File: src/rtl/spi_mcp4822.sv
// spi_mcp4822: SPI master for the MCP4822 12-bit dual DAC.
// Captures each rising edge of the ADC data-valid level, sends one 16-bit
// command frame (mode 0,0, MSB first) and then pulses LDAC to update the DAC.
// A one-deep pending buffer holds a sample that arrives mid-frame; a second
// arrival overwrites it and sets the sticky overrun flag.
//
// Ports:
//   clk, rst_n   system clock, async active-low reset
//   i_DATA[11:0] sample word from the ADC master
//   i_DV         ADC data-valid level (one capture per rising edge)
//   o_SCK/o_MOSI SPI clock and data to DAC SDI
//   o_CS         chip select, active low
//   o_LDAC       DAC latch strobe, active low
//   o_BUSY       high from frame start until return to IDLE
//   o_DONE       one-cycle pulse when the frame and LDAC pulse complete
//   o_OVERRUN    sticky, set when a pending sample is overwritten
module spi_mcp4822 #(
    parameter int HALF_SCK    = 4,
    parameter int CSS_CYCLES  = 8,
    parameter int LDAC_CYCLES = 13,
    parameter bit CHANNEL     = 1'b0,
    parameter bit GAIN_1X     = 1'b1
) (
    input  logic        clk,
    input  logic        rst_n,
    input  logic [11:0] i_DATA,
    input  logic        i_DV,
    output logic        o_SCK,
    output logic        o_MOSI,
    output logic        o_CS,
    output logic        o_LDAC,
    output logic        o_BUSY,
    output logic        o_DONE,
    output logic        o_OVERRUN
);
    localparam int PH_M1  = (HALF_SCK > CSS_CYCLES) ? HALF_SCK : CSS_CYCLES;
    localparam int PH_MAX = (PH_M1 > LDAC_CYCLES) ? PH_M1 : LDAC_CYCLES;
    localparam int PH_W   = $clog2(PH_MAX + 1);

    typedef enum logic [2:0] {IDLE, SETUP, SHIFT, HOLD, LDAC, DONE} state_t;

    state_t          state, state_d;
    logic            dv_q;
    logic            dv_rise;
    logic            pend_vld;
    logic [11:0]     pend_data;
    logic [15:0]     shreg;
    logic [3:0]      bit_cnt;
    logic [PH_W-1:0] ph_cnt;
    logic            ph_done;
    logic            sck_hi;

    function automatic logic [15:0] cmd_word(input logic [11:0] d);
        return {CHANNEL, 1'b0, GAIN_1X, 1'b1, d};
    endfunction

    assign dv_rise = i_DV & ~dv_q;
    assign ph_done = (ph_cnt == '0);

    // SCK comes straight from a flop that is only set inside SHIFT, and the
    // shift register drains to zero by the end of the frame, so both SPI
    // lines are glitch-free and idle low without extra gating.
    assign o_SCK  = sck_hi;
    assign o_MOSI = shreg[15];

    always_ff @(posedge clk or negedge rst_n) begin
        if (!rst_n) state <= IDLE;
        else        state <= state_d;
    end

    always_comb begin
        state_d = state;
        case (state)
            IDLE:    if (dv_rise || pend_vld)                 state_d = SETUP;
            SETUP:   if (ph_done)                             state_d = SHIFT;
            SHIFT:   if (ph_done && sck_hi && bit_cnt == '0)  state_d = HOLD;
            HOLD:    if (ph_done)                             state_d = LDAC;
            LDAC:    if (ph_done)                             state_d = DONE;
            DONE:                                             state_d = IDLE;
            default:                                          state_d = IDLE;
        endcase
    end

    always_ff @(posedge clk or negedge rst_n) begin
        if (!rst_n) begin
            dv_q      <= 1'b0;
            pend_vld  <= 1'b0;
            pend_data <= '0;
            shreg     <= '0;
            bit_cnt   <= '0;
            ph_cnt    <= '0;
            sck_hi    <= 1'b0;
            o_CS      <= 1'b1;
            o_LDAC    <= 1'b1;
            o_BUSY    <= 1'b0;
            o_DONE    <= 1'b0;
            o_OVERRUN <= 1'b0;
        end else begin
            dv_q <= i_DV;

            // Any arrival while a sample is already waiting loses the older one.
            if (dv_rise) begin
                if (pend_vld) o_OVERRUN <= 1'b1;
                if (state != IDLE) begin
                    pend_vld  <= 1'b1;
                    pend_data <= i_DATA;
                end
            end

            case (state)
                IDLE: begin
                    if (dv_rise || pend_vld) begin
                        // A fresh edge is newer than anything pending.
                        shreg    <= cmd_word(dv_rise ? i_DATA : pend_data);
                        pend_vld <= 1'b0;
                        ph_cnt   <= PH_W'(CSS_CYCLES - 1);
                    end
                end
                SETUP: begin
                    if (ph_done) begin
                        ph_cnt  <= PH_W'(HALF_SCK - 1);
                        sck_hi  <= 1'b0;
                        bit_cnt <= 4'd15;
                    end else begin
                        ph_cnt <= ph_cnt - 1'b1;
                    end
                end
                SHIFT: begin
                    if (ph_done) begin
                        ph_cnt <= PH_W'(HALF_SCK - 1);
                        if (!sck_hi) begin
                            sck_hi <= 1'b1;
                        end else begin
                            // Falling edge: next bit goes out at the start of
                            // the low phase; the 16th shift empties the register.
                            sck_hi <= 1'b0;
                            shreg  <= {shreg[14:0], 1'b0};
                            if (bit_cnt != '0) bit_cnt <= bit_cnt - 1'b1;
                        end
                    end else begin
                        ph_cnt <= ph_cnt - 1'b1;
                    end
                end
                HOLD: begin
                    if (ph_done) ph_cnt <= PH_W'(LDAC_CYCLES - 1);
                    else         ph_cnt <= ph_cnt - 1'b1;
                end
                LDAC: begin
                    if (!ph_done) ph_cnt <= ph_cnt - 1'b1;
                end
                default: ;
            endcase

            // Strobes are registered from the next state so they line up
            // exactly with the state they describe.
            o_CS   <= !(state_d inside {SETUP, SHIFT, HOLD});
            o_LDAC <= (state_d != LDAC);
            o_BUSY <= (state_d != IDLE);
            o_DONE <= (state_d == DONE);
        end
    end
endmodule

File: config.mk
export PLATFORM = sky130hd
export DESIGN_NAME = spi_mcp4822
export DESIGN_NICKNAME = d
export VERILOG_FILES = /design/src/rtl/spi_mcp4822.sv
export SDC_FILE = /design/constraint.sdc
export NUM_CORES = 1
export LEC_CHECK = 0
export CORE_MARGIN = 3
export CORE_UTILIZATION = 60
export CTS_CLUSTER_DIAMETER = 40
export DETAILED_ROUTE_END_ITERATION = 7
export PLACE_DENSITY = 0.82
export SLEW_MARGIN = 20
export SYNTH_ARGS = -nofsm -noshare
export SYNTH_HDL_FRONTEND = slang
export SYNTH_SLANG_ARGS = --single-unit
File: constraint.sdc
create_clock -name clk -period 3.18 [get_ports clk]
set_input_delay 0.636 -clock clk [delete_from_list [all_inputs] [get_ports clk]]
set_output_delay 0.636 -clock clk [all_outputs]
set_load 0.05 [all_outputs]
==> metrics.cfg <==
[place]
place_congestion=0.890
dp_cells=295
dpl.hpwl_mm=3.13
port_buffers=21
pre_cts_slack_ns=0.488

[logic_synthesis]
yosysUniqueCellTypes=41
synth_top_area_cell=dfrtp_1
netlist_instances=236
synth_top_area_share_pct=45.0
synth.cell_area_um2=2500
ys_ff_latch=47
syn_nets=255
synthTopCellsByArea=dfrtp_1 45%, mux2_2 8.5%, mux2i_1 6.4%
yosysWarningCount=0
synth-seq-area-share_pct=47.1
avgSynthCellArea_um2=10.6

[routing]
met1_length_mm=2.20
post-route-drc-count=0
dr_wl_met2_mm=2.16
via_per_inst=6.01
drtIter0Drc=256
wl_per_cell_um=15.4
vias=1816
drt-total-wl_mm=4.65
top_layer_used=met4
ant_nets=0
first_pass_iters=5
wl_met3_um=208

[sta]
slew_headroom_pct=52.4
worst_slew_pin_slew_ns=0.715
setup_viol=0
rsz0062_at_grt=no
fmaxAchievable_ghz=0.418
finalCriticalPeriod_ns=2.39
post-route-period-util_pct=75.2
report.final.slew_viol_count=0
finalHoldViolCount=0
final.setup_skew_ns=0.00953
timing.final.ws_setup_ns=0.789
finalSetupTns_ns=0

[floorplan]
fp.coreArea_um2=3830
die_area_um2=4980
pin_count=22
start_util_pct=65.4
placementRows=22
die_h_um=70.6
die_width_um=70.6

[critical_path]
path_class=input pin to register
worstPathCellList=clkdlybuf4s50_1 -> nor2b_2 -> nor3_1 -> a2111oi_4 -> buf_4 -> mux2_2
crit_slowest_cell=clkdlybuf4s50_1
cp-end-kind=register
path_max_fanout=16
cp-start-kind=input pin
cp_num_cells=6
critPathTopFamily=buffers and inverters
cpPeakStageDelay_ns=0.47
ff2ff_path_depth=6
path_buf_inv=2
worstPathRequired_ns=3.37
cp.arrival_ns=2.58

[worst_hold_path]
hold_class=input pin to async pin

[cells_and_area]
antenna_cells=0
layout-area-overhead-vs-synth_pct=12.5
multiInputGateArea_um2=1220
drive_gt1_share_pct=17.3
fill_cells=280
layout.cells.non_filler=302
final_util_pct=73.6
regArea_um2=1180
final_nets=273

[grt]
grt-ovfl-total=0
grt_pass1_wl_mm=8.16
antenna_found_initial=0
grt_max_degree=48
grt_pass1_vias=1731
grtUsageTotal_pct=20.3

[clock_tree]
cts_root_buffer=clkbuf_8
cts_hold_buf=0
clkSinkCount=47
clk_pin_slew_ns=0.09
cts.path.max_buffers=2
ctsResizeCount=0
postCtsSetupRepairBufs=0
clock_latency_ns=0.30
tritoncts=built
numCtsBuffers=5
htree_levels=2

[power]
p_comb_share_pct=40.9
swShare_pct=37.7
vdd_drop_max_uv=597
leakagePower_nw=1.17
seq_power_share_pct=44.9
p_clk_share_pct=14.2
p_int_w=0.00150
p_sw_w=0.000906
p_total_w=0.00240
p_per_area_nw_per_um2=853

[status]
outcome=finished clean

[run]
drv_cap=0

registers in the layout, indices dropped and copies added, names as in the netlist:
register / flops
pend_data: 12
ph_cnt: 4
shreg: 16
state: 3
o_SCK: 1
o_DONE: 1
o_OVERRUN: 1
o_CS: 1
bit_cnt: 4
dv_q: 1
pend_vld: 1
o_LDAC: 1
o_BUSY: 1
power by group through the flow:
stage          registers, W  logic, W  clock network, W
2_1_floorplan       0.00103  0.000792                 0
3_3_place_gp        0.00107  0.000932                 0
3_5_place_dp        0.00108  0.000976                 0
4_1_cts             0.00108  0.000983          0.000357
6_report            0.00108  0.000982          0.000342
5_1_grt             0.00111   0.00109          0.000383
through the flow:
stage	instance area (um^2)	hold slack (ns)
after floorplan	2500	0.340
after global placement	2730	0.449
after detailed placement	2730	0.456
after CTS	2820	0.479
after global routing	2820	0.362
final	2820	0.323
final timing paths:
path / startpoint / to / slack, ns
worst min-delay path: rst_n / state[0] / 0.32
max in group asynchronous: rst_n / o_SCK / 2.45
worst max-delay path: i_DV / shreg[3] / 0.79
worst max register to register: ph_cnt[0] / ph_cnt[0] / 0.87
min in group clk: o_OVERRUN / o_OVERRUN / 0.48
worst min register to register: o_OVERRUN / o_OVERRUN / 0.48
synthesized netlist by cell type:
| library cell | count |
|---|---|
| nand2b_1 | 1 |
| a211oi_1 | 4 |
| and2_1 | 2 |
| mux2_4 | 6 |
| dfrtp_1 | 45 |
| a2111oi_0 | 1 |
| and4_1 | 3 |
| buf_2 | 5 |
| o2bb2ai_1 | 1 |
| nor2b_1 | 3 |
| or3b_2 | 1 |
| nor2_1 | 12 |
| nand2_1 | 26 |
| and3_1 | 2 |
| mux2i_1 | 16 |
| a21oi_1 | 6 |
| mux2_2 | 19 |
| o311ai_0 | 2 |
| nand3_1 | 2 |
| a21o_1 | 2 |
| buf_4 | 1 |
| nor3_1 | 9 |
| a22oi_1 | 3 |
| a41o_1 | 1 |
| dfstp_2 | 2 |
| a2111oi_4 | 1 |
| a31oi_1 | 1 |
| nand4bb_4 | 1 |
| xor2_1 | 1 |
| clkbuf_1 | 4 |
| nor3b_1 | 3 |
| ha_1 | 4 |
| o31ai_1 | 3 |
| o21ai_0 | 20 |
| inv_1 | 13 |
| and4bb_2 | 1 |
| buf_6 | 1 |
| or3b_1 | 2 |
| or3_1 | 3 |
| buf_1 | 2 |
| nor4_1 | 1 |
layer usage:
| metal | GRT usage, % | up-vias |
|---|---|---|
| met3 | 5.26 | 13 |
| met4 | 5.64 | 0 |
| met5 | 0 | - |
| met2 | 29.9 | 47 |
| li1 | - | 872 |
| met1 | 29.8 | 884 |
kinds of logic after synthesis:
kind of cell,after synthesis,share of synthesized area [%]
AOI/OAI and AO/OA,45,11.9
xor gates and xnor gates,1,0.350
adders and majority gates,4,2.00
buffers and inverters,26,4.60
DFF,47,47.1
muxes,41,18.5
and+or+nand+nor,72,15.5
cell type report:
class / instances / share of cell area, %
Multi-Input combinational cell: 163 / 43.2
Sequential cell: 47 / 41.8
Timing Repair Buffer: 24 / 8.17
Clock buffer: 5 / 2.44
Tap cell: 48 / 2.13
Inverter: 13 / 1.73
Clock inverter: 2 / 0.488
placed cells by master, fill, tap and decap left out, drive strengths merged, types with 4 or more instances in the layout:
cell type / count
a211oi: 4
a21oi: 6
buf: 4
clkbuf: 5
clkdlybuf4s50: 20
dfrtp: 45
ha: 4
inv: 13
mux2: 25
mux2i: 16
nand2: 26
nor2: 12
nor3: 9
o21ai: 20
No activity file was read; power rests on OpenSTA's default activity.
